===== config.mk =====
export PLATFORM = sky130hd
export DESIGN_NAME = control
export DESIGN_NICKNAME = d
export VERILOG_FILES = /design/src/rtl/control.sv
export SDC_FILE = /design/constraint.sdc
export NUM_CORES = 1
export LEC_CHECK = 0
export CELL_PAD_IN_SITES_DETAIL_PLACEMENT = 0
export CELL_PAD_IN_SITES_GLOBAL_PLACEMENT = 1
export CORE_ASPECT_RATIO = 0.75
export CORE_MARGIN = 2
export CORE_UTILIZATION = 30
export CTS_CLUSTER_SIZE = 14
export DETAILED_ROUTE_END_ITERATION = 8
export PLACE_DENSITY = 0.94
export RECOVER_POWER = 25
export SETUP_SLACK_MARGIN = 0.1
export SLEW_MARGIN = 25
export SYNTH_ARGS = -nofsm -noshare
export SYNTH_HDL_FRONTEND = slang
export SYNTH_SLANG_ARGS = --single-unit
export TNS_END_PERCENT = 50

===== constraint.sdc =====
create_clock -name clk -period 8.5 [get_ports clk]
set_clock_uncertainty 0.15 [all_clocks]
set_input_delay 0.85 -clock clk [delete_from_list [all_inputs] [get_ports clk]]
set_output_delay 0.85 -clock clk [all_outputs]
set_load 0.02 [all_outputs]

===== src/rtl/control.sv =====
// Registered decode/control unit for a DLX-style integer pipeline.
// IF/ID register plus combinational decode, branch-target adder and zero test.
module control #(
  parameter int WIDTH = 32
) (
  input  logic             clk,
  input  logic             rst_n,
  input  logic [WIDTH-1:0] instructionin,
  input  logic [WIDTH-1:0] delayin,
  input  logic [WIDTH-1:0] delay2in,
  input  logic [WIDTH-1:0] fwd_a,
  output logic [WIDTH-1:0] delay2out,
  output logic [WIDTH-1:0] branchtarget,
  output logic [WIDTH-1:0] imm32,
  output logic             regdst,
  output logic             alusrc,
  output logic             mem2reg,
  output logic             regwrite,
  output logic             memwrite,
  output logic             branch,
  output logic             jump,
  output logic             loadext,
  output logic             jal,
  output logic             jar,
  output logic [3:0]       aluctrl,
  output logic [1:0]       fpointout,
  output logic [1:0]       dsize,
  output logic [4:0]       rs1,
  output logic [4:0]       rs2,
  output logic [4:0]       rd,
  output logic [4:0]       destreg
);

  logic [WIDTH-1:0] inst;
  logic [WIDTH-1:0] delay;
  logic [WIDTH-1:0] delay2;
  logic [5:0]       op;
  logic [5:0]       func;
  logic             isbranch;
  logic             extop;
  logic             zero;

  // IF/ID pipeline register
  always_ff @(posedge clk or negedge rst_n) begin
    if (!rst_n) begin
      inst   <= {WIDTH{1'b0}};
      delay  <= {WIDTH{1'b0}};
      delay2 <= {WIDTH{1'b0}};
    end else begin
      inst   <= instructionin;
      delay  <= delayin;
      delay2 <= delay2in;
    end
  end

  assign op        = inst[31:26];
  assign func      = inst[5:0];
  assign rs1       = inst[25:21];
  assign rs2       = inst[20:16];
  assign rd        = inst[15:11];
  assign delay2out = delay2;
  assign fpointout = 2'b00;

  assign imm32 = extop ? {{(WIDTH-16){inst[15]}}, inst[15:0]}
                       : {{(WIDTH-16){1'b0}}, inst[15:0]};
  // Word-aligned target; carry-out is dropped by the fixed-width sum
  assign branchtarget = delay + {imm32[WIDTH-1:2], 2'b00};

  assign zero    = (fwd_a == {WIDTH{1'b0}});
  assign branch  = isbranch & (inst[26] ? ~zero : zero);
  assign destreg = jal ? 5'd31 : (regdst ? rd : rs2);

  // Opcode/function decode; anything not recognised stays a NOP
  always_comb begin
    regdst   = 1'b0;
    alusrc   = 1'b0;
    mem2reg  = 1'b0;
    regwrite = 1'b0;
    memwrite = 1'b0;
    jump     = 1'b0;
    loadext  = 1'b0;
    jal      = 1'b0;
    jar      = 1'b0;
    aluctrl  = 4'd0;
    dsize    = 2'b00;
    isbranch = 1'b0;
    extop    = 1'b0;
    case (op)
      6'h00: begin
        regdst   = 1'b1;
        regwrite = 1'b1;
        case (func)
          6'h20, 6'h21: aluctrl = 4'd0;
          6'h22, 6'h23: aluctrl = 4'd1;
          6'h24:        aluctrl = 4'd2;
          6'h25:        aluctrl = 4'd3;
          6'h26:        aluctrl = 4'd4;
          6'h04:        aluctrl = 4'd5;
          6'h06:        aluctrl = 4'd6;
          6'h07:        aluctrl = 4'd7;
          6'h28, 6'h29, 6'h2A, 6'h2B, 6'h2C, 6'h2D:
                        aluctrl = 4'd8 + {1'b0, func[2:0]};
          default: begin
            regdst   = 1'b0;
            regwrite = 1'b0;
          end
        endcase
      end
      6'h08, 6'h09, 6'h0A, 6'h0B, 6'h0C, 6'h0D, 6'h0E, 6'h0F,
      6'h14, 6'h16, 6'h17,
      6'h18, 6'h19, 6'h1A, 6'h1B, 6'h1C, 6'h1D: begin
        alusrc   = 1'b1;
        regwrite = 1'b1;
        case (op)
          6'h08:        begin aluctrl = 4'd0; extop = 1'b1; end
          6'h09:        aluctrl = 4'd0;
          6'h0A:        begin aluctrl = 4'd1; extop = 1'b1; end
          6'h0B:        aluctrl = 4'd1;
          6'h0C:        aluctrl = 4'd2;
          6'h0D:        aluctrl = 4'd3;
          6'h0E:        aluctrl = 4'd4;
          6'h0F:        aluctrl = 4'd14;
          6'h14:        aluctrl = 4'd5;
          6'h16:        aluctrl = 4'd6;
          6'h17:        aluctrl = 4'd7;
          default: begin
            aluctrl = 4'd8 + {1'b0, op[2:0]};
            extop   = 1'b1;
          end
        endcase
      end
      6'h20, 6'h21, 6'h23, 6'h24, 6'h25: begin
        alusrc   = 1'b1;
        mem2reg  = 1'b1;
        regwrite = 1'b1;
        extop    = 1'b1;
        loadext  = (op == 6'h20) || (op == 6'h21);
        case (op)
          6'h20, 6'h24: dsize = 2'b10;
          6'h21, 6'h25: dsize = 2'b01;
          default:      dsize = 2'b00;
        endcase
      end
      6'h28, 6'h29, 6'h2B: begin
        alusrc   = 1'b1;
        memwrite = 1'b1;
        extop    = 1'b1;
        case (op)
          6'h28:   dsize = 2'b10;
          6'h29:   dsize = 2'b01;
          default: dsize = 2'b00;
        endcase
      end
      6'h04, 6'h05: begin
        isbranch = 1'b1;
        extop    = 1'b1;
      end
      6'h02: jump = 1'b1;
      6'h03: begin
        jump     = 1'b1;
        jal      = 1'b1;
        regwrite = 1'b1;
      end
      6'h12: jar = 1'b1;
      6'h13: begin
        jar      = 1'b1;
        jal      = 1'b1;
        regwrite = 1'b1;
      end
      default: begin
        extop = 1'b0;
      end
    endcase
  end

endmodule


==> out/qor.txt <==
Run status: completed
Detailed-route via count: 4309
IO buf count: 261
Largest net degree at the start of global routing: 79
CP Launch Type: register
Post-CTS Setup Bufs: 0
Initial Util: 0.3084
Final core occ: 0.4793
Avg Inst Size Synth: 10.29 um^2
Global-route wire length before repair: 23340 um
Core Region: 16120 um^2
Fin. max-slew vios: 0
Drt first pass iters: 5
Antenna-violating nets left: 0
Root Buffer: clkbuf_16
Clock slew seen by the registers of the worst setup and hold paths: 80 ps
Final WL: 15040 um
Seq/Total Area, Yosys: 0.4834
Worst-Margin Slew: 1085 ps
Crit share post-route: 0.6475
Grt ovf: 0
Syn Inst Count: 483
Vias per cell: 4.761
DRC errors left: 0
Num rows: 40
Final instance area: 7725 um^2
Layout cells sized above 1: 0.04040
Met1 Use GR: 0.2310
Worst slack, placed: 3382 ps
Met2 GRT Util: 0.2679
Power density cells: 168.9 nW/um^2
Clock Sink Count: 96
Die H: 115.5 um
GRT busiest layer: met2
I/O Pins: 264
Chip width: 152.6 um
Placement Cell Area: 7411 um^2
Post-synthesis instance area: 4970 um^2
PnR worst setup slack: 2996 ps
CTS buffer count: 9
Post-synth EDFFs: 0
Worst VDD drop: 100.3 uV
Drt wl/cell: 16.62 um
Most common cell after layout, fill and taps aside: clkdlybuf4s50_1
Initial antenna violation count: 3
Worst Hold Class: input pin to async pin
CP max FO: 32
Async S/R FF share, synth: 1.000
CTS tree: built
GP Congestion: 0.8846
Hpwl dp: 11850 um
Netlist cell types: 58
Fill cells: 1486
Ys flop type: dfrtp_1
Hold buffers post-CTS: 0
Final hold vios: 0
Most frequent cells in the layout: clkdlybuf4s50_1, dfrtp_1, dlygate4sd3_1
Nets: 848
Grt met3 use: 0.05423
Vias in the first global route: 4156
Detailed router's first-iteration violation count: 197
Critical path type: register to output port
Fmax: 181.7 MHz
H-tree levels: 3
Unrepaired setup endpoints after global routing: no
Req. time, crit path: 7500 ps
CP arrival: 4500 ps
Flops & latches, synth: 96
Warnings from Yosys: 0
P&R area growth vs syn: 55.44%
Crit. End Element: output port
# resized after CTS: 0
Die ar.: 17620 um^2
Relative slew slack: 0.2766
Min Tclk post-route: 5504 ps
Total Routing Usage GR: 0.1705
Leak Pwr: 3.256 nW
Post-Route Setup TNS: 0 ps
Final Setup Violations: 0
Max cap viols: 0
Max clock buf depth: 2
==> cell families after synthesis <==
group | synth area share
flip-flops | 0.4834
AND/OR/NAND/NOR | 0.1133
adder cells (fa/ha/maj) | 0.07704
multiplexers | 0.006294
other | 0.0007546
buffers and inverters | 0.1050
XOR/XNOR | 0.05640
AO/OA/AOI/OAI | 0.1579
==> state kept, by name, indices dropped and copies added, names as in the netlist <==
| signal | cells |
|---|---|
| delay2out | 32 |
| delay | 32 |
| inst | 32 |
==> area by class of cell <==
class / count / area (um^2) / share of cell area
timing repair buffer: 263 / 2625 / 0.3398
antenna: 2 / 5.005 / 0.0006479
tap: 210 / 262.8 / 0.03401
sequential: 96 / 2402 / 0.3110
clock buffer: 9 / 225.2 / 0.02915
inverter: 19 / 71.32 / 0.009232
multi-input combinational: 299 / 2049 / 0.2653
clock inverter: 7 / 83.83 / 0.01085
==> Yosys cell counts, types with 2 or more instances <==
cell      count  share of area
nor2_1       20          0.015
a21boi_0      2         0.0030
nand2_1      33          0.025
nor3_1        8         0.0081
a21o_1       11          0.017
ha_1         29          0.073
o221ai_1      3         0.0053
o21bai_1      6         0.0091
inv_1        19          0.014
a32oi_1       2         0.0035
nor4_1       10          0.013
o22ai_1       6         0.0076
o21a_1        2         0.0030
a21oi_1      29          0.029
o211ai_1      2         0.0030
nor2b_1       2         0.0025
nand4_1      10          0.013
dfrtp_1      96           0.48
xnor2_1      19          0.033
clkbuf_1     17          0.013
xor2_1       13          0.023
buf_1         3         0.0023
o21ai_0      22          0.022
a211oi_1      3         0.0045
o21ai_2       2         0.0035
mux2i_1       2         0.0040
and3_1        3         0.0038
a31oi_1      10          0.013
nand2b_1      5         0.0063
and2_1        2         0.0025
buf_4        50          0.076
nand3_1      16          0.016
==> how the worst max path moves through the flow <==
| stage | start | cells past startpoint | slack (ps) | end |
|---|---|---|---|---|
| 6_report | inst[27]$_DFF_PN0_ | 14 | 3000 | branchtarget[31] |
| 5_1_grt | inst[27]$_DFF_PN0_ | 14 | 2640 | branchtarget[24] |
| 3_3_place_gp | inst[29]$_DFF_PN0_ | 14 | 3510 | branchtarget[31] |
| 4_1_cts | inst[27]$_DFF_PN0_ | 14 | 2990 | branchtarget[24] |
| 3_5_place_dp | inst[27]$_DFF_PN0_ | 14 | 3380 | branchtarget[24] |
| 2_1_floorplan | inst[26]$_DFF_PN0_ | 15 | 3780 | branchtarget[31] |
==> per-stage QoR <==
stage	hold slack (ps)	cells	total power, mW
floorplan	404.4	484	0.7080
global placement	588.4	887	0.9016
detailed placement	591.1	887	0.9028
CTS	203.9	903	1.331
global route	594.4	905	1.379
finish	525.4	905	1.304
==> power breakdown <==
| group | internal, mW | switching (mW) | total, mW |
|---|---|---|---|
| clock | 0.212 | 0.206 | 0.418 |
| combinational | 0.191 | 0.197 | 0.388 |
| sequential | 0.479 | 0.0193 | 0.499 |
==> critical path, stage by stage, from the launching register on <==
cell             delay, ps
dfrtp_1                790
nand2_1                210
a2bb2oi_1              190
o22ai_1                 80
and2_1                 190
buf_4                  230
ha_1                   450
a21oi_1                240
o21a_1                 170
o21ai_0                 80
a221o_1                360
a41o_1                 220
a21oi_2                150
xnor2_1                130
clkdlybuf4s50_1        640
==> layer usage <==
metal / share of wire / wire (um) / up-vias
li1: - / - / 2081
met1: 0.44 / 6649 / 2021
met2: 0.47 / 7064 / 196
met3: 0.080 / 1206 / 9
met4: 0.0070 / 106 / 2
met5: 0.00073 / 11 / -
Note: power is estimated with default switching activity, not from simulation.
